## src/rtl/fifo_chk_shadow_mem.sv

```systemverilog
// Shadow copy of the watched FIFO: data store, wrap-around pointers and the
// read-latency expect pipe that lines stored data up with the DUT read_data.
module fifo_chk_shadow_mem #(
  parameter int DATA_WIDTH = 8,
  parameter int DEPTH      = 16,
  parameter int RD_LATENCY = 1
) (
  input  logic                  clk,
  input  logic                  rst,
  input  logic                  adv,
  input  logic                  wr,
  input  logic                  rd,
  input  logic [DATA_WIDTH-1:0] write_data,
  output logic                  exp_valid,
  output logic [DATA_WIDTH-1:0] exp_data
);
  localparam int PW = $clog2(DEPTH);

  logic [DATA_WIDTH-1:0] mem [DEPTH];
  logic [PW-1:0]         wr_ptr, rd_ptr;

  always_ff @(posedge clk)
    if (wr) mem[wr_ptr] <= write_data;

  // Pointers are PW bits wide, so the increment wraps modulo DEPTH.
  always_ff @(posedge clk or negedge rst) begin
    if (!rst) begin
      wr_ptr <= '0;
      rd_ptr <= '0;
    end else begin
      if (wr) wr_ptr <= wr_ptr + 1'b1;
      if (rd) rd_ptr <= rd_ptr + 1'b1;
    end
  end

  generate
    if (RD_LATENCY == 0) begin : g_comb
      assign exp_valid = rd;
      assign exp_data  = mem[rd_ptr];
    end else begin : g_pipe
      logic [RD_LATENCY-1:0]                 vld_pipe;
      logic [RD_LATENCY-1:0][DATA_WIDTH-1:0] dat_pipe;
      always_ff @(posedge clk or negedge rst) begin
        if (!rst) begin
          vld_pipe <= '0;
          dat_pipe <= '0;
        end else if (adv) begin
          vld_pipe[0] <= rd;
          dat_pipe[0] <= mem[rd_ptr];
          for (int i = 1; i < RD_LATENCY; i++) begin
            vld_pipe[i] <= vld_pipe[i-1];
            dat_pipe[i] <= dat_pipe[i-1];
          end
        end
      end
      assign exp_valid = vld_pipe[RD_LATENCY-1];
      assign exp_data  = dat_pipe[RD_LATENCY-1];
    end
  endgenerate

endmodule

```

## config.mk

```make
export PLATFORM = sky130hd
export DESIGN_NAME = fifo_chk_shadow_mem
export DESIGN_NICKNAME = d
export VERILOG_FILES = /design/src/rtl/fifo_chk_shadow_mem.sv
export SDC_FILE = /design/constraint.sdc
export NUM_CORES = 1
export LEC_CHECK = 0
export BUFFER_PORTS_ARGS = -buffer_cell sky130_fd_sc_hd__buf_2
export CAP_MARGIN = 20
export CORE_MARGIN = 5
export CORE_UTILIZATION = 60
export DETAILED_ROUTE_END_ITERATION = 10
export MAX_ROUTING_LAYER = met4
export PLACE_DENSITY = 0.81
export SETUP_SLACK_MARGIN = 0.3
export SLEW_MARGIN = 20
export SYNTH_ARGS = -nofsm -noshare
export SYNTH_HDL_FRONTEND = slang
export SYNTH_SLANG_ARGS = --single-unit
```

## constraint.sdc

```tcl
create_clock -name clk -period 3.4 [get_ports clk]
set_clock_uncertainty 0.05 [all_clocks]
set_input_delay 0.68 -clock clk [delete_from_list [all_inputs] [get_ports clk]]
set_output_delay 0.68 -clock clk [all_outputs]
set_load 0.01 [all_outputs]
```

==> results by group <==
Status
  – Status: finished clean

Setup path
  – Critical path class: reg -> reg
  – Critical path launch point type: flip-flop
  – Worst setup EP type: flip-flop
  – Worst EP arrival: ~2500 ps
  – Worst Path Required: 3710 ps
  – Critical Path Fanout Max: 20

Timing
  – Fin worst setup slack: 1190 ps
  – Fmax achieved: about 450 MHz
  – Pins Over Slew Limit: 0
  – Unrepaired setup endpoints after global routing: no
  – Hold slack: 48.8 ps
  – Slew margin rel.: 40.5%
  – Hold Fails Final Rpt: 0
  – Setup violations, final: 0
  – Min cycle time layout: 2210 ps
  – Slew @ Worst Pin: 893 ps
  – Setup TNS: 0 ps
  – Fin crit share: 64.9%

Place
  – GP Congestion: 0.766
  – Placed cells: 407
  – Post-DP HPWL: 6460 um
  – DP Worst Slack: 1180 ps
  – Area after DPL: 5900 sq um
  – PortBufs: 21

Finish
  – Final #Nets: 315
  – Fillers: ~560
  – Synth-to-Final Area Change: 13.0%
  – ANT cells: 0
  – Fin area: 6500 sq um
  – Most common cell after layout, fill and taps aside: edfxtp_1
  – Non-Filler Instances: 439
  – Commonest non-fill, non-tap cells in the layout: edfxtp_1 (128), mux4_2 (24), buf_2 (21)
  – Fin util: between 70% and 80%
  – Share of layout cells above drive strength 1: 28.7%

Clocking
  – Clock-pin slew on the worst setup and hold paths: 60 ps
  – TritonCTS buffer count: 17
  – CTS sink cnt: 145
  – CTS tree: done
  – H-tree Lvls: 4
  – Worst-skew pair later-pin latency: a little over 500 ps
  – # hold bufs at CTS: 0
  – PostCTS Resize Cnt: 0
  – Clock tree buffer depth: 2
  – Root buffer cell: clkbuf_8
  – Postcts setup bufs: 0

Power
  – Power Total: 5.52 mW
  – Peak supply drop: 0.000391 V
  – LEAKAGE: 2.22 nW
  – Power density over cell area: 849 nW/um^2

Route
  – First-pass DRT Iterations: 4
  – WL final: 10,900 um
  – DRC Markers: 0
  – Vias after detailed routing: approximately 2,700
  – Antenna viol nets, final: 0
  – Detailed Route Iter0 Violations: 185
  – WL/cell: ~25 um
  – Drt via density: 6.11

GRT
  – Initial antenna violation count: 0
  – Global-route wire length before repair: about 17,000 um
  – Vias in the first global route: 2,820
  – Largest net degree at the start of global routing: 35
  – Gr ovfl total: 0
  – GRT Total Usage: approximately a fifth

Synthesis
  – Post-Syn Instances: 270
  – Post-Syn Area: around 5700 sq um
  – Avg Cell Area, Syn: 21.3 sq um
  – Synth warn: 0
  – Netlist cell types: 28
  – Sequential area share after synthesis: 74.3%
  – Flops & latches, synth: 145
  – Syn_nets: 288

Floorplan
  – Die H: 108 um
  – Core area: 9280 sq um
  – # IOs: 22
  – Rows: 35
  – Die W: 108 um
  – Die ar.: 11,600 sq um
  – Initial core utilization: 61.9%

Min path
  – Hold WC Path Type: in -> async

Job
  – Total of max-cap violations: 0
## worst max-delay path, cell delays in order (launching register included)
cell,delay (ps)
dfrtp_1,550
buf_4,430
mux4_1,640
o22ai_1,270
a221oi_2,100
## final timing paths
check / slack [ps] / start / endpoint / depth (start not counted)
min in group clk: 380 / rd / rd_ptr[0] / 2
max in group asynchronous: 2950 / rst / wr_ptr[2] / 1
hold / removal: 50 / rst / exp_valid / 1
setup reg to reg: 1190 / rd_ptr[1] / exp_data[7] / 4
hold reg to reg: 470 / exp_valid / exp_valid / 1
setup / recovery: 1190 / rd_ptr[1] / exp_data[7] / 4
## cell type report
cell class              instances  area [sq um]  area share, %
inverters                       2          7.51          0.116
flip-flops and latches        145          4270           65.7
multi-input cells             108          1340           20.6
well taps                     129           161           2.48
clock buffers                  19           442           6.80
repair buffers                 23           120           1.85
clock inverters                13           160           2.46
## power breakdown
part           total (mW)  switching (mW)  internal (mW)
logic                1.30           0.674          0.624
registers            2.37           0.178           2.19
clock network        1.85           0.695           1.16
## cells by family (layout without fill, tap and decap cells)
group | Yosys count | after routing | share of synthesized area [%]
flip-flops | 145 | 145 | 74.3
multiplexers | 42 | 42 | 14.8
AND/OR/NAND/NOR | 38 | 38 | 3.50
AO/OA/AOI/OAI | 17 | 17 | 2.94
buffers and inverters | 17 | 57 | 2.46
XOR/XNOR | 6 | 6 | 0.914
adder cells (fa/ha/maj) | 5 | 5 | 1.09
## sequential cells by signal, summed over array words and instances, names as in the netlist
signal / flops
mem: 128
exp_data: 8
rd_ptr: 4
wr_ptr: 4
exp_valid: 1
## per-layer routing
| layer | track usage, % | share of wire (%) |
|---|---|---|
| met1 | 27.5 | 41 |
| met5 | - | 0 |
| met4 | 7.12 | 1.2 |
| met2 | 34.1 | 53 |
| met3 | 4.86 | 5.4 |
## synthesized netlist by cell type
cell      count  area [sq um]
nor3b_1       1          7.51
dfrtp_1      17           425
buf_6         4          45.0
and3_1        1          6.26
o21ai_0       1          5.00
xnor2_1       4          35.0
buf_2         3          15.0
buf_12        2          40.0
mux4_1        8           210
nand2b_1      1          6.26
nand4_1       2          12.5
buf_4         3          22.5
ha_1          5          62.6
xor2_1        2          17.5
and2_1       17           106
clkbuf_1      2          7.51
inv_1         2          7.51
edfxtp_1    128          3840
mux2_2        2          22.5
a221oi_2      7           105
a221oi_1      1          8.76
nand2_1       5          18.8
nor2_1       10          37.5
buf_1         1          3.75
o22ai_1       8          50.1
mux4_2       24           541
or2_2         1          6.26
mux2i_1       8          80.1
No activity file was read; power rests on OpenSTA's default activity.
